`src/rtl/hazard_pkg.sv`:
```
// Shared encodings for the hazard/forwarding controller: ALU operand mux
// selects and the load-use stall FSM state.
package hazard_pkg;

  localparam logic [1:0] FWD_REG   = 2'b00;
  localparam logic [1:0] FWD_MEMWB = 2'b01;
  localparam logic [1:0] FWD_EXMEM = 2'b10;

  typedef enum logic {
    HZ_IDLE     = 1'b0,
    HZ_LU_STALL = 1'b1
  } hz_state_e;

endpackage

```
`src/rtl/hazard_forward_ctrl_if.sv`:
```
// Pipeline-side bundle for hazard_forward_ctrl: stage register fields in,
// forwarding selects, stall controls, statistics and FSM debug view out.
interface hazard_forward_ctrl_if #(
  parameter int REG_AW = 5,
  parameter int CNT_W  = 32
);
  import hazard_pkg::*;

  logic [REG_AW-1:0] id_rs, id_rt, idex_rs, idex_rt, idex_rd, exmem_rd, memwb_rd;
  logic              id_uses_rt, idex_memread, exmem_regwrite, memwb_regwrite;
  // Memory handshake: an access is in flight while exmem_memaccess is high and
  // completes on the first cycle dmem_ready is also high; until then the
  // whole pipeline is frozen.
  logic              exmem_memaccess, dmem_ready;

  logic [1:0]        forward_a, forward_b;
  logic              pc_hold, ifid_hold, idex_bubble, pipe_freeze;
  logic [CNT_W-1:0]  stall_cnt;
  hz_state_e         dbg_state;
  logic [2:0]        dbg_lu_cnt;

  modport master (
    output id_rs, id_rt, id_uses_rt, idex_rs, idex_rt, idex_rd, idex_memread,
           exmem_regwrite, exmem_rd, exmem_memaccess, dmem_ready,
           memwb_regwrite, memwb_rd,
    input  forward_a, forward_b, pc_hold, ifid_hold, idex_bubble, pipe_freeze,
           stall_cnt, dbg_state, dbg_lu_cnt
  );

  modport slave (
    input  id_rs, id_rt, id_uses_rt, idex_rs, idex_rt, idex_rd, idex_memread,
           exmem_regwrite, exmem_rd, exmem_memaccess, dmem_ready,
           memwb_regwrite, memwb_rd,
    output forward_a, forward_b, pc_hold, ifid_hold, idex_bubble, pipe_freeze,
           stall_cnt, dbg_state, dbg_lu_cnt
  );

endinterface

```
`src/rtl/hazard_forward_ctrl_fwd_select.sv`:
```
// Per-operand forwarding select: EX/MEM result wins over MEM/WB, otherwise
// the register file value is used.
module fwd_select
  import hazard_pkg::*;
#(
  parameter int REG_AW      = 5,
  parameter bit ZERO_REG_EN = 1'b1
) (
  input  logic [REG_AW-1:0] src_i,
  input  logic              exmem_regwrite_i,
  input  logic [REG_AW-1:0] exmem_rd_i,
  input  logic              memwb_regwrite_i,
  input  logic [REG_AW-1:0] memwb_rd_i,
  output logic [1:0]        sel_o
);

  logic ex_match, wb_match;

  assign ex_match = exmem_regwrite_i && (exmem_rd_i == src_i) &&
                    (!ZERO_REG_EN || (exmem_rd_i != '0));
  assign wb_match = memwb_regwrite_i && (memwb_rd_i == src_i) &&
                    (!ZERO_REG_EN || (memwb_rd_i != '0));

  always_comb begin
    sel_o = FWD_REG;
    if (ex_match)      sel_o = FWD_EXMEM;
    else if (wb_match) sel_o = FWD_MEMWB;
  end

endmodule

```
`src/rtl/hazard_forward_ctrl.sv`:
```
// Operand forwarding, load-use bubble insertion and data-memory wait freeze
// for a five-stage pipeline, with a saturating stalled-cycle counter.
module hazard_forward_ctrl
  import hazard_pkg::*;
#(
  parameter int REG_AW          = 5,
  parameter int LU_STALL_CYCLES = 1,
  parameter bit ZERO_REG_EN     = 1'b1,
  parameter int CNT_W           = 32
) (
  input  logic                  clk,
  input  logic                  rst_n,
  hazard_forward_ctrl_if.slave  hz
);

  localparam bit       MULTI_STALL = (LU_STALL_CYCLES > 1);
  localparam logic [2:0] LU_RELOAD = MULTI_STALL ? 3'(LU_STALL_CYCLES - 2) : 3'd0;

  hz_state_e        state_q, state_d;
  logic [2:0]       lu_cnt_q, lu_cnt_d;
  logic [CNT_W-1:0] stall_cnt_q, stall_cnt_d;
  logic             lu_hit, mw_hit, stall_req;
  logic             hold, bubble, freeze;
  logic [1:0]       fwd_a, fwd_b;

  fwd_select #(.REG_AW(REG_AW), .ZERO_REG_EN(ZERO_REG_EN)) u_fwd_a (
    .src_i(hz.idex_rs), .exmem_regwrite_i(hz.exmem_regwrite), .exmem_rd_i(hz.exmem_rd),
    .memwb_regwrite_i(hz.memwb_regwrite), .memwb_rd_i(hz.memwb_rd), .sel_o(fwd_a)
  );

  fwd_select #(.REG_AW(REG_AW), .ZERO_REG_EN(ZERO_REG_EN)) u_fwd_b (
    .src_i(hz.idex_rt), .exmem_regwrite_i(hz.exmem_regwrite), .exmem_rd_i(hz.exmem_rd),
    .memwb_regwrite_i(hz.memwb_regwrite), .memwb_rd_i(hz.memwb_rd), .sel_o(fwd_b)
  );

  assign lu_hit = hz.idex_memread && (!ZERO_REG_EN || (hz.idex_rd != '0)) &&
                  ((hz.idex_rd == hz.id_rs) || (hz.id_uses_rt && (hz.idex_rd == hz.id_rt)));
  assign mw_hit = hz.exmem_memaccess && !hz.dmem_ready;

  always_comb begin
    state_d   = state_q;
    lu_cnt_d  = lu_cnt_q;
    stall_req = 1'b0;
    case (state_q)
      HZ_IDLE: begin
        if (lu_hit) begin
          stall_req = 1'b1;
          if (MULTI_STALL) begin
            state_d  = HZ_LU_STALL;
            lu_cnt_d = LU_RELOAD;
          end
        end
      end
      HZ_LU_STALL: begin
        stall_req = 1'b1;
        if (lu_cnt_q == 3'd0) state_d  = HZ_IDLE;
        else                  lu_cnt_d = lu_cnt_q - 3'd1;
      end
      default: state_d = HZ_IDLE;
    endcase
    // A memory wait freezes everything, so a pending load-use stall resumes intact.
    if (mw_hit) begin
      state_d  = state_q;
      lu_cnt_d = lu_cnt_q;
    end
  end

  assign hold   = rst_n && (stall_req || mw_hit);
  assign bubble = rst_n && stall_req && !mw_hit;
  assign freeze = rst_n && mw_hit;

  assign stall_cnt_d = (hold && (stall_cnt_q != '1)) ? stall_cnt_q + 1'b1 : stall_cnt_q;

  always_ff @(posedge clk or negedge rst_n) begin
    if (!rst_n) begin
      state_q     <= HZ_IDLE;
      lu_cnt_q    <= 3'd0;
      stall_cnt_q <= '0;
    end else begin
      state_q     <= state_d;
      lu_cnt_q    <= lu_cnt_d;
      stall_cnt_q <= stall_cnt_d;
    end
  end

  assign hz.forward_a   = fwd_a;
  assign hz.forward_b   = fwd_b;
  assign hz.pc_hold     = hold;
  assign hz.ifid_hold   = hold;
  assign hz.idex_bubble = bubble;
  assign hz.pipe_freeze = freeze;
  assign hz.stall_cnt   = stall_cnt_q;
  assign hz.dbg_state   = state_q;
  assign hz.dbg_lu_cnt  = lu_cnt_q;

endmodule

```
`src/flat_wrapper.sv`:
```
// flat-port wrapper written by rule: the top's interface ports become plain ports
module hazard_forward_ctrl_flat import hazard_pkg::*;
#(
  parameter int REG_AW          = 5,
  parameter int LU_STALL_CYCLES = 1,
  parameter bit ZERO_REG_EN     = 1'b1,
  parameter int CNT_W           = 32
)
  (clk, rst_n, hz_id_rs, hz_id_rt, hz_id_uses_rt, hz_idex_rs, hz_idex_rt, hz_idex_rd, hz_idex_memread, hz_exmem_regwrite, hz_exmem_rd, hz_exmem_memaccess, hz_dmem_ready, hz_memwb_regwrite, hz_memwb_rd, hz_forward_a, hz_forward_b, hz_pc_hold, hz_ifid_hold, hz_idex_bubble, hz_pipe_freeze, hz_stall_cnt, hz_dbg_state, hz_dbg_lu_cnt);
  hazard_forward_ctrl_if #(.REG_AW(REG_AW), .CNT_W(CNT_W)) hz_i ();
  input  logic clk;
  input  logic rst_n;
  input wire logic [$bits(hz_i.id_rs)-1:0] hz_id_rs;
  input wire logic [$bits(hz_i.id_rt)-1:0] hz_id_rt;
  input wire logic [$bits(hz_i.id_uses_rt)-1:0] hz_id_uses_rt;
  input wire logic [$bits(hz_i.idex_rs)-1:0] hz_idex_rs;
  input wire logic [$bits(hz_i.idex_rt)-1:0] hz_idex_rt;
  input wire logic [$bits(hz_i.idex_rd)-1:0] hz_idex_rd;
  input wire logic [$bits(hz_i.idex_memread)-1:0] hz_idex_memread;
  input wire logic [$bits(hz_i.exmem_regwrite)-1:0] hz_exmem_regwrite;
  input wire logic [$bits(hz_i.exmem_rd)-1:0] hz_exmem_rd;
  input wire logic [$bits(hz_i.exmem_memaccess)-1:0] hz_exmem_memaccess;
  input wire logic [$bits(hz_i.dmem_ready)-1:0] hz_dmem_ready;
  input wire logic [$bits(hz_i.memwb_regwrite)-1:0] hz_memwb_regwrite;
  input wire logic [$bits(hz_i.memwb_rd)-1:0] hz_memwb_rd;
  output wire logic [$bits(hz_i.forward_a)-1:0] hz_forward_a;
  output wire logic [$bits(hz_i.forward_b)-1:0] hz_forward_b;
  output wire logic [$bits(hz_i.pc_hold)-1:0] hz_pc_hold;
  output wire logic [$bits(hz_i.ifid_hold)-1:0] hz_ifid_hold;
  output wire logic [$bits(hz_i.idex_bubble)-1:0] hz_idex_bubble;
  output wire logic [$bits(hz_i.pipe_freeze)-1:0] hz_pipe_freeze;
  output wire logic [$bits(hz_i.stall_cnt)-1:0] hz_stall_cnt;
  output wire logic [$bits(hz_i.dbg_state)-1:0] hz_dbg_state;
  output wire logic [$bits(hz_i.dbg_lu_cnt)-1:0] hz_dbg_lu_cnt;
  assign hz_i.id_rs = hz_id_rs;
  assign hz_i.id_rt = hz_id_rt;
  assign hz_i.id_uses_rt = hz_id_uses_rt;
  assign hz_i.idex_rs = hz_idex_rs;
  assign hz_i.idex_rt = hz_idex_rt;
  assign hz_i.idex_rd = hz_idex_rd;
  assign hz_i.idex_memread = hz_idex_memread;
  assign hz_i.exmem_regwrite = hz_exmem_regwrite;
  assign hz_i.exmem_rd = hz_exmem_rd;
  assign hz_i.exmem_memaccess = hz_exmem_memaccess;
  assign hz_i.dmem_ready = hz_dmem_ready;
  assign hz_i.memwb_regwrite = hz_memwb_regwrite;
  assign hz_i.memwb_rd = hz_memwb_rd;
  assign hz_forward_a = hz_i.forward_a;
  assign hz_forward_b = hz_i.forward_b;
  assign hz_pc_hold = hz_i.pc_hold;
  assign hz_ifid_hold = hz_i.ifid_hold;
  assign hz_idex_bubble = hz_i.idex_bubble;
  assign hz_pipe_freeze = hz_i.pipe_freeze;
  assign hz_stall_cnt = hz_i.stall_cnt;
  assign hz_dbg_state = hz_i.dbg_state;
  assign hz_dbg_lu_cnt = hz_i.dbg_lu_cnt;
  hazard_forward_ctrl #(.REG_AW(REG_AW), .LU_STALL_CYCLES(LU_STALL_CYCLES), .ZERO_REG_EN(ZERO_REG_EN), .CNT_W(CNT_W)) u_core (.clk(clk), .rst_n(rst_n), .hz(hz_i));
endmodule
```
`config.mk`:
```
export PLATFORM = sky130hd
export DESIGN_NAME = hazard_forward_ctrl_flat
export DESIGN_NICKNAME = d
export VERILOG_FILES = /design/src/rtl/hazard_pkg.sv /design/src/rtl/hazard_forward_ctrl_if.sv /design/src/rtl/hazard_forward_ctrl_fwd_select.sv /design/src/rtl/hazard_forward_ctrl.sv /design/src/flat_wrapper.sv
export SDC_FILE = /design/constraint.sdc
export NUM_CORES = 1
export LEC_CHECK = 0
export ABC_AREA = 1
export CORE_MARGIN = 3
export CORE_UTILIZATION = 35
export DETAILED_ROUTE_END_ITERATION = 8
export GPL_ROUTABILITY_DRIVEN = 0
export PLACE_DENSITY_LB_ADDON = 0.08
export SYNTH_ARGS = -nofsm -noshare
export SYNTH_HDL_FRONTEND = slang
export SYNTH_SLANG_ARGS = --single-unit
export TNS_END_PERCENT = 100
```
`constraint.sdc`:
```
create_clock -name clk -period 4.1 [get_ports clk]
set_input_delay 0.615 -clock clk [delete_from_list [all_inputs] [get_ports clk]]
set_output_delay 0.615 -clock clk [all_outputs]
set_load 0.01 [all_outputs]
```
==> flow_metrics.env <==
export IMPL_outcome="finished clean"
export IMPL_finalSetupViolations=0
export IMPL_synth_most_common_cell="nand2_1"
export IMPL_slew_violations=0
export IMPL_synth_edf_count=0
export IMPL_final_setup_tns_ns=0
export IMPL_overflow=0
export IMPL_fmax_ghz=0.327
export IMPL_yosys_area_top_type="dfrtp_1"
export IMPL_syn_num_nets=501
export IMPL_placed_area_mm2=0.00382
export IMPL_r2r_cells=10
export IMPL_seq_area_frac_synth_pct=31.0
export IMPL_avgSynthCellArea_um2=6.39
export IMPL_arrival_ns=2.44
export IMPL_cts_setup_buffers=0
export IMPL_start_util_pct=36.8
export IMPL_ys_seq_elements=36
export IMPL_critPathBufInv=3
export IMPL_cpMaxStageDelayCell="clkdlybuf4s50_1"
export IMPL_rows=32
export IMPL_ios=87
export IMPL_clock_latency_ns=0.29
export IMPL_antenna_cells=0
export IMPL_p_per_area_mw_per_mm2=251
export IMPL_tightest_slew_ns=0.782
export IMPL_finalCritPeriodShare_pct=74.5
export IMPL_synth_top_area_share_pct=31.0
export IMPL_synthAdderAreaFrac_pct=1.29
export IMPL_regToRegEndpoint="u_core.hz.stall_cnt[27]$_DFFE_PN0P_"
export IMPL_r2r_start="u_core.hz.stall_cnt[0]$_DFFE_PN0P_"
export IMPL_rsz0062_at_grt="no"
export IMPL_cts_hold_buf=0
export IMPL_track_usage_pct=17.8
export IMPL_final_cell_area_mm2=0.00391
export IMPL_synthFlopType="dfrtp_1"
export IMPL_vdd_ir_drop_max_mv=0.177
export IMPL_synthSimpleGateAreaFrac_pct=45.0
export IMPL_regToRegSetupSlack_ns=1.97
export IMPL_hpwlAfterDp_um=6410
export IMPL_synth_area_leaders="dfrtp_1 31%, nand2_1 23%, nand4_1 8.2%"
export IMPL_syn_inst=455
export IMPL_route_detailed_drc=0
export IMPL_grt_antenna_before_repair=0
export IMPL_path_common_cell="nand2_1"
export IMPL_clkSinkCount=36
export IMPL_synthDistinctLibCells=26
export IMPL_crit_type="primary input to primary output"
export IMPL_cts_tree="built"
export IMPL_portBuffers=86
export IMPL_timing_final_crit_period_ns=3.05
export IMPL_syn_cell_area_mm2=0.00291
export IMPL_start_kind="primary input"
export IMPL_firstDrtPassIters=4
export IMPL_cp_depth=12
export IMPL_grt_pass1_wl_um=14300
export IMPL_htreeDepth=2
export IMPL_synth_top_family_by_area="simple AND/OR/NAND/NOR gates"
export IMPL_max_cap_violations=0
export IMPL_via_per_inst=4.89
export IMPL_nets=582
export IMPL_yosysWarnings=0
export IMPL_drive_gt1_share_pct=3.35
export IMPL_die_h_um=97.1
export IMPL_vias=3122
export IMPL_async_flop_share_pct=100
export IMPL_cp_end_kind="primary output"
export IMPL_wirelength_um=8320
export IMPL_dieArea_mm2=0.00943
export IMPL_cts_made_buffers=5
export IMPL_crit_required_ns=3.48
export IMPL_p_leak_nw=1.76
export IMPL_yosys_mux_area_fraction_pct=0
export IMPL_synth_xor_area_share_pct=10.2
export IMPL_synth_compound_area_share_pct=3.23
export IMPL_yosys_top_cells_count="175 x nand2_1, 60 x nor2_1, 45 x inv_1"
export IMPL_nFillCells=830
export IMPL_root_buffer="clkbuf_8"
export IMPL_critPathMaxStageDelay_ns=0.58
export IMPL_relSlewSlack_pct=47.8
export IMPL_cts_buffer_depth=2
export IMPL_core_mm2=0.00789
export IMPL_grt_max_degree=73
export IMPL_cp_cell_sequence="clkdlybuf4s50_1 -> inv_1 -> nand2_1 -> nand2_1 -> nor2_1 -> nand3_1 -> nand2_1 -> nand2_1 -> nand2_1 -> nand2_1 -> o21ai_0 -> clkdlybuf4s50_1"
export IMPL_ant_nets=0
export IMPL_postCtsResizedCells=0
export IMPL_wl_per_cell_um=13.0
export IMPL_critPathTopFamily="buffers and inverters"
export IMPL_cp_max_fo=4
export IMPL_die_w_um=97.1
export IMPL_hold_path_class="primary input to asynchronous set/reset pin"
export IMPL_area_growth_pct=34.5
export IMPL_fin_worst_skew_ns=0.0118
export IMPL_clk_pin_slew_ns=0.08
export IMPL_drtIter0Drc=183
export IMPL_final_hold_viol_count=0
export IMPL_grt_pass1_vias=2988
-- cell type report --
cell class	instances	area (µm²)	area share, %
inverters	45	169	4.32
clock buffers	5	68.8	1.76
flip-flops and latches	36	901	23.1
well taps	102	128	3.27
multi-input cells	358	1740	44.4
clock inverters	3	18.8	0.480
repair buffers	90	886	22.7
-- power breakdown --
part | switching, mW | internal (mW) | total [mW]
Sequential | 0.0461 | 0.389 | 0.435
Combinational | 0.138 | 0.154 | 0.293
Clock | 0.136 | 0.119 | 0.255
-- flip-flops by register name, summed over array words and instances, names as in the netlist --
signal / flops
u_core.hz.stall_cnt: 32
u_core.hz.dbg_state: 1
u_core.hz.dbg_lu_cnt: 3
-- metal layers --
layer	track usage (%)	vias to the layer above	part of all wire [%]
met5	0	-	0
met4	2.81	0	0.50
met3	2.87	4	4.4
met2	29.1	72	46
met1	25.2	1434	49
li1	-	1612	-
-- worst max path at each step --
stage	from	endpoint	slack (ns)
finish	hz_idex_rd[4]	hz_pc_hold	1.05
global route	hz_idex_rd[4]	hz_pc_hold	0.83
CTS	hz_idex_rd[4]	hz_pc_hold	1.04
detailed placement	hz_idex_rd[4]	hz_pc_hold	1.04
global placement	hz_idex_rd[3]	hz_pc_hold	1.10
floorplan	rst_n	hz_pc_hold	2.00
-- logic make-up after synthesis --
group | Yosys count
XOR/XNOR | 34
adder cells (fa/ha/maj) | 3
AND/OR/NAND/NOR | 306
AO/OA/AOI/OAI | 15
buffers and inverters | 61
flip-flops | 36
-- metrics by stage --
step,hold WS (ns),power (mW),util [%],std cells,setup WS (ns)
6_report,0.516,0.982,49.5,639,1.05
5_1_grt,0.559,1.06,49.5,639,0.833
4_1_cts,0.529,0.997,49.5,639,1.04
3_5_place_dp,0.504,0.735,48.4,631,1.04
3_3_place_gp,0.495,0.733,48.4,631,1.10
2_1_floorplan,0.319,0.579,-,455,2.00
-- cell usage in the layout, fill, tap and decap left out --
master	n
buf_2	1
nand3b_1	2
clkbuf_8	5
buf_4	4
nand3_2	1
a21oi_1	2
a21boi_0	1
xnor2_1	17
o22ai_1	1
o2111ai_1	4
nor2_4	1
xor2_1	17
nor3b_1	1
clkinv_4	1
inv_1	45
o21ai_0	7
clkdlybuf4s50_1	85
ha_1	3
clkinv_2	2
dfrtp_1	36
nand4_1	38
nor3_1	10
nand2_1	175
or2_2	2
nor2_1	60
nand3_1	15
nand2_2	1
No activity file was read; power rests on OpenSTA's default activity.
